### src/rtl/branch_queue_pkg.sv
// Shared types and constants for the branch-resolution queue.
// XLEN comes from the project-wide `XLEN define when present, else 32.
// The head fields of br_entry_t map 1:1 onto the PC unit's pc_in branch fields.
`ifndef XLEN
`define XLEN 32
`endif

package branch_queue_pkg;

    localparam int BRQ_DEPTH  = 8;       // default entry count, power of two
    localparam int BRQ_TID_W  = 3;       // 8 barrel threads
    localparam int BRQ_XLEN   = `XLEN;   // address width
    localparam int BRQ_PERF_W = 32;      // performance counter width

    // One queue slot.
    typedef struct packed {
        logic                 alloc;
        logic                 resolved;
        logic                 taken;
        logic [BRQ_TID_W-1:0] thread_id;
        logic [BRQ_XLEN-1:0]  target;
    } br_entry_t;

    // Decode-side allocation request.
    typedef struct packed {
        logic                 valid;
        logic [BRQ_TID_W-1:0] thread_id;
    } brq_alloc_t;

    // Execute-side resolution request (the tag travels alongside).
    typedef struct packed {
        logic                valid;
        logic                taken;
        logic [BRQ_XLEN-1:0] target;
    } brq_res_t;

    // A not-taken branch has no meaningful target; store zero so the
    // head never shows a stale address.
    function automatic logic [BRQ_XLEN-1:0] masked_target(
        input logic                taken,
        input logic [BRQ_XLEN-1:0] target
    );
        return taken ? target : '0;
    endfunction

endpackage

### src/rtl/brq_perf_cnt.sv
// Saturating 32-bit event counter with an increment enable.
// Used twice by branch_queue when BRQ_PERF_EN is defined.
module brq_perf_cnt
    import branch_queue_pkg::*;
(
    input  logic                  clk,
    input  logic                  rst,
    input  logic                  inc_i,
    output logic [BRQ_PERF_W-1:0] count_o
);

    // Count enabled events, holding at all-ones instead of wrapping.
    always_ff @(posedge clk or negedge rst) begin
        if (!rst) begin
            count_o <= '0;
        end else if (inc_i && (count_o != '1)) begin
            count_o <= count_o + BRQ_PERF_W'(1);
        end
    end

endmodule

### src/rtl/branch_queue.sv
// In-order branch-resolution FIFO feeding the fetch PC unit.
// Decode allocates an entry per issued branch, execute resolves it by tag,
// and the head is presented to the PC unit. Taken heads retire on br_ack_i;
// not-taken heads retire once the PC unit services that thread unstalled.
// Optional feature macro: BRQ_PERF_EN adds saturating taken/not-taken pop counters.
module branch_queue
    import branch_queue_pkg::*;
#(
    parameter  int DEPTH = BRQ_DEPTH,
    localparam int TID_W = BRQ_TID_W,
    localparam int XLEN  = BRQ_XLEN,
    localparam int TAG_W = $clog2(DEPTH)
) (
    input  logic             clk,
    input  logic             rst,
    input  logic             alloc_valid_i,
    input  logic [TID_W-1:0] alloc_thread_id_i,
    output logic             alloc_ready_o,
    output logic [TAG_W-1:0] alloc_tag_o,
    input  logic             res_valid_i,
    input  logic [TAG_W-1:0] res_tag_i,
    input  logic             res_taken_i,
    input  logic [XLEN-1:0]  res_target_i,
    input  logic [TID_W-1:0] pc_thread_id_i,
    input  logic             pc_stall_i,
    input  logic             br_ack_i,
    output logic             branch_fifo_empty_o,
    output logic [TID_W-1:0] br_thread_id_o,
    output logic             br_valid_o,
    output logic             br_true_o,
    output logic [XLEN-1:0]  br_pc_o
`ifdef BRQ_PERF_EN
    ,
    output logic [BRQ_PERF_W-1:0] perf_taken_o,
    output logic [BRQ_PERF_W-1:0] perf_not_taken_o
`endif
);

    // Pointers carry one extra wrap bit so full and empty are distinguishable.
    localparam int PTR_W = TAG_W + 1;

    logic [PTR_W-1:0] rd_ptr;
    logic [PTR_W-1:0] wr_ptr;
    logic [TAG_W-1:0] rd_idx;
    logic [TAG_W-1:0] wr_idx;

    // Control bits (reset) and payload (not reset), per entry.
    logic [DEPTH-1:0] alloc_q;
    logic [DEPTH-1:0] resolved_q;
    logic [DEPTH-1:0] taken_q;
    logic [TID_W-1:0] tid_q    [DEPTH];
    logic [XLEN-1:0]  target_q [DEPTH];

    brq_alloc_t alloc_req;
    brq_res_t   res_req;
    br_entry_t  head;

    logic empty;
    logic full;
    logic head_live;
    logic head_ready;
    logic alloc_fire;
    logic res_fire;
    logic pop;

    assign rd_idx = rd_ptr[TAG_W-1:0];
    assign wr_idx = wr_ptr[TAG_W-1:0];

    assign alloc_req = '{valid: alloc_valid_i, thread_id: alloc_thread_id_i};
    assign res_req   = '{valid: res_valid_i, taken: res_taken_i, target: res_target_i};

    assign empty = (rd_ptr == wr_ptr);
    assign full  = (rd_ptr[TAG_W] != wr_ptr[TAG_W]) && (rd_idx == wr_idx);

    // Gather the head slot into one struct view.
    always_comb begin
        // NOTE: every always_comb output gets a default first so no path can infer a latch.
        head           = '0;
        head.alloc     = alloc_q[rd_idx];
        head.resolved  = resolved_q[rd_idx];
        head.taken     = taken_q[rd_idx];
        head.thread_id = tid_q[rd_idx];
        head.target    = target_q[rd_idx];
    end

    assign head_live  = !empty && head.alloc;
    assign head_ready = head_live && head.resolved;

    // Readiness is a function of occupancy only, so a full queue refuses an
    // alloc even when the head pops in the same cycle.
    assign alloc_fire = alloc_req.valid && !full;

    // Only an allocated, still-unresolved entry accepts a resolve; this makes
    // the first resolve win and drops resolves for free (including
    // not-yet-issued) tags.
    assign res_fire = res_req.valid && alloc_q[res_tag_i] && !resolved_q[res_tag_i];

    // Uses the registered resolved bit, so a head resolved this cycle pops no earlier than next cycle.
    assign pop = head_ready &&
                 (head.taken ? br_ack_i
                             : (!pc_stall_i && (pc_thread_id_i == head.thread_id)));

    // Pointer and per-entry control state.
    always_ff @(posedge clk or negedge rst) begin
        if (!rst) begin
            rd_ptr     <= '0;
            wr_ptr     <= '0;
            alloc_q    <= '0;
            resolved_q <= '0;
        end else begin
            // NOTE: sequential state uses non-blocking assignments so every update sees pre-edge values.
            if (alloc_fire) begin
                wr_ptr             <= wr_ptr + PTR_W'(1);
                alloc_q[wr_idx]    <= 1'b1;
                resolved_q[wr_idx] <= 1'b0;
            end
            if (res_fire) begin
                resolved_q[res_tag_i] <= 1'b1;
            end
            if (pop) begin
                rd_ptr             <= rd_ptr + PTR_W'(1);
                alloc_q[rd_idx]    <= 1'b0;
                resolved_q[rd_idx] <= 1'b0;
            end
        end
    end

    // Entry payload, written on alloc (thread) and on resolve (outcome).
    // NOTE: the payload array has no reset; it is never observed until the alloc/resolved bits qualify it.
    always_ff @(posedge clk) begin
        if (alloc_fire) begin
            tid_q[wr_idx] <= alloc_req.thread_id;
        end
        if (res_fire) begin
            taken_q[res_tag_i]  <= res_req.taken;
            target_q[res_tag_i] <= masked_target(res_req.taken, res_req.target);
        end
    end

    assign alloc_ready_o       = !full;
    assign alloc_tag_o         = wr_idx;
    assign branch_fifo_empty_o = empty;

    // Head view is forced to zero when no entry is live; outcome fields are
    // also held at zero until the head is resolved.
    assign br_thread_id_o = head_live  ? head.thread_id : '0;
    assign br_valid_o     = head_ready;
    assign br_true_o      = head_ready && head.taken;
    assign br_pc_o        = head_ready ? head.target : '0;

`ifdef BRQ_PERF_EN
    brq_perf_cnt u_perf_taken (
        .clk     (clk),
        .rst     (rst),
        .inc_i   (pop && head.taken),
        .count_o (perf_taken_o)
    );

    brq_perf_cnt u_perf_not_taken (
        .clk     (clk),
        .rst     (rst),
        .inc_i   (pop && !head.taken),
        .count_o (perf_not_taken_o)
    );
`endif

endmodule

### config.mk
export PLATFORM = sky130hd
export DESIGN_NAME = branch_queue
export DESIGN_NICKNAME = d
export VERILOG_FILES = /design/src/rtl/branch_queue_pkg.sv /design/src/rtl/brq_perf_cnt.sv /design/src/rtl/branch_queue.sv
export SDC_FILE = /design/constraint.sdc
export NUM_CORES = 1
export LEC_CHECK = 0
export BUFFER_PORTS_ARGS = -buffer_cell sky130_fd_sc_hd__clkbuf_2
export CORE_AREA = 2 2 191 174
export DETAILED_ROUTE_END_ITERATION = 12
export DIE_AREA = 0 0 193 176
export PLACE_DENSITY = 0.64
export SLEW_MARGIN = 15
export SYNTH_ARGS = -nofsm -noshare
export SYNTH_HDL_FRONTEND = slang
export SYNTH_SLANG_ARGS = --single-unit
### constraint.sdc
create_clock -name clk -period 7.3 [get_ports clk]
set_input_delay 0.365 -clock clk [delete_from_list [all_inputs] [get_ports clk]]
set_output_delay 0.365 -clock clk [all_outputs]
set_load 0.05 [all_outputs]
==> flow_summary.toml <==
[run_status]
outcome = "finished clean"

[timing]
grt_setup_unrepaired = "false"
post-route-min-period_ns = 4.53
fin_worst_skew_ns = 0.0157
setup_viol_count_final = 0
slew_headroom = 0.226
final.setup.tns_ns = 0
worstMarginPinSlew_ns = 1.16
slew_violations = 0
hold_viol = 0
final.period_utilization = 0.620
fmax_ghz = 0.221

[synth]
synth_seq_cells = 312
yosysUniqueCellTypes = 55
synthArstFlopShare = 0.0769
synth_edf_count = 288
synthCells = 801
netlist.area_leader.share = 0.686
syn_area_per_cell_sq_um = 15.7
syn_area_sq_um = 12600
yosysSeqAreaShare = 0.734
yosysTopAreaCell = "edfxtp_1"
ys.flop_type = "edfxtp_1"
synthesis.nets = 851
synth_area_leaders = "edfxtp_1 (69%), dfrtp_1 (4.8%), o22ai_1 (3.0%), mux2i_1 (2.6%), and2_1 (1.9%)"
synth_warnings = 0

[finish]
post-route-util = 0.449
fin_cells = 1319
areaGrowthSynthToFinish_pct = 13.3
nets = 932
insertedDiodeCount = 0
drive_above_1_share = 0.202

[pwr]
leakage_nw = 5.04
power_density_nw_per_um2 = 381
power_mw = 5.44
peakVddDrop_v = 0.000323

[drt]
drt-initial-drc-count = 681
wl_met2_mm = 14.1
route.met3.wl_mm = 1.95
wl_per_cell_microns = 23.2
avgViaCountPerCell = 5.63
met1Wirelength_mm = 13.9
route.detailed.drc = 0
antenna_left = 0
routed.top_layer = "met4"
vias = 7428
dr.pass1.iters = 5
drt-total-wl_mm = 30.6

[setup_path]
r2r_setup_slack_ns = 3.78
startpoint = "rd_ptr[0]$_DFFE_PN0P_"
r2r_start = "rd_ptr[0]$_DFFE_PN0P_"
arrival_ns = 4.16
crit_type = "register to primary output"
ff2ff_path_depth = 7
end_kind = "primary output"
reg2reg_to = "rd_ptr[2]$_DFFE_PN0P_"
cp-start-kind = "register"
cp.required_ns = 6.93
cp_max_fo = 39

[clocking]
clock-sinks = 312
cts_resized = 0
cts_made_buffers = 31
path_clk_slew_ns = 0.06
cts-root-buf = "clkbuf_16"
tritoncts = "built"
clockBufferDepth = 3
clk_latency_ns = 0.57
ctsHtreeMaxLevel = 1
cts_setup_buffers = 0

[global_routing]
antenna_found_initial = 0
grt_pass1_wl_mm = 45.5
grt.overflow.total = 0
grt_max_degree = 41
grt_use_total = 0.180
grt_pass1_vias = 7222

[min_path]
hold_path_class = "primary input to register"
min_delay_path_depth = 1
worst_hold_path.endpoint = "tid_q[0][2]$_DFFE_PP_"
min_from = "alloc_thread_id_i[2]"

[placed_design]
gp_congestion = 0.774
dp_hpwl_mm = 17.5
dp.cells = 1264
port_buffers = 89

[floorplanning]
io_pins = 90
rows = 62
core_sq_um = 31800
die_height_microns = 176
initial_utilization = 0.396
die_area_sq_um = 34000
die_w_microns = 193

[run]
maxCapViolations = 0
-- cells by family (layout without fill, tap and decap cells) --
| family | count (synthesis) | count (layout) | share of synthesized area |
|---|---|---|---|
| DFF | 312 | 312 | 0.734 |
| and+or+nand+nor | 186 | 186 | 0.0797 |
| AOI/OAI and AO/OA | 170 | 170 | 0.0924 |
| buffers and inverters | 63 | 165 | 0.0265 |
| muxes | 59 | 59 | 0.0584 |
| xor gates and xnor gates | 9 | 9 | 0.00744 |
| adders and majority gates | 2 | 2 | 0.00198 |
-- critical path, stage by stage (launching register included) --
cell and delay [ns]:
dfrtp_2 0.76, buf_4 0.53, nor2b_2 0.13, a22oi_2 0.21, nand4_2 0.58, a2111oi_0 0.95, clkbuf_2 0.41
-- per-layer routing --
metal / GRT usage / vias up
li1: - / 3337
met1: 0.263 / 3758
met2: 0.282 / 287
met3: 0.0276 / 46
met4: 0.0486 / 0
met5: 0 / -
-- Yosys cell counts, types with 5 or more instances --
cell / number
edfxtp_1: 288
o22ai_1: 60
nor2_1: 51
and2_1: 39
a21oi_1: 37
mux2i_1: 33
dfrtp_1: 24
clkbuf_1: 20
mux2_2: 16
nand2_1: 16
nor3_1: 16
buf_2: 15
o221ai_1: 14
inv_1: 13
a211oi_1: 12
nor4_1: 12
o22a_1: 12
mux4_2: 10
nand2b_1: 10
nand3_1: 8
xnor2_1: 7
buf_4: 6
buf_6: 6
a2111oi_0: 5
and3_1: 5
nor2b_1: 5
o211ai_1: 5
o21ai_0: 5
or4_1: 5
-- where the power goes --
part	total, mW	leakage (nW)	internal, mW	switching, mW
Clock	1.47	0.450	0.807	0.665
Combinational	1.74	1.69	0.507	1.23
Sequential	2.23	2.90	2.09	0.141
Total	5.44	5.04	3.40	2.03
-- stage by stage --
step	hold WS [ns]	worst slack, ns	instance area (sq um)
6_report	0.0959	2.77	14300
2_1_floorplan	0.0694	3.09	12600
3_3_place_gp	0.423	3.46	13400
5_1_grt	0.0926	2.57	14300
4_1_cts	0.0781	2.74	14300
3_5_place_dp	0.434	3.35	13400
-- worst max path at each step --
stage,slack (ns),depth (start not counted),end
3_5_place_dp,3.35,7,br_pc_o[1]
4_1_cts,2.74,7,br_pc_o[1]
3_3_place_gp,3.46,7,br_pc_o[13]
5_1_grt,2.57,7,br_pc_o[1]
6_report,2.77,6,br_pc_o[26]
2_1_floorplan,3.09,7,br_pc_o[19]
-- sequential cells by signal (all words and copies together) (netlist names) --
signal,count
tid_q,24
rd_ptr,4
taken_q,8
target_q,256
wr_ptr,4
resolved_q,8
alloc_q,8
-- layout make-up --
type,count,area [sq um]
Clock inverter,19,124
Multi-Input combinational cell,426,3030
Timing Repair Buffer,98,515
Tap cell,416,520
Fill cell,2832,17500
Sequential cell,312,9250
Clock buffer,35,791
Inverter,13,48.8
-- placed cells by master, fill, tap and decap left out, types with 13 or more instances in the layout --
cell,Yosys,routed
a21oi_1,37,37
and2_1,39,35
clkbuf_16,0,31
clkbuf_2,0,89
dfrtp_1,24,21
edfxtp_1,288,288
inv_1,13,13
mux2_2,16,16
mux2i_1,33,33
nand2_1,16,16
nor2_1,51,51
nor3_1,16,16
o221ai_1,14,14
o22ai_1,60,60
-- what timing repair did --
item	in CTS	in global routing
setup endpoints to repair	0	0
hold buffers	1	0
endpoints found under the hold margin	24	0
(Power assumes the default switching activity.)
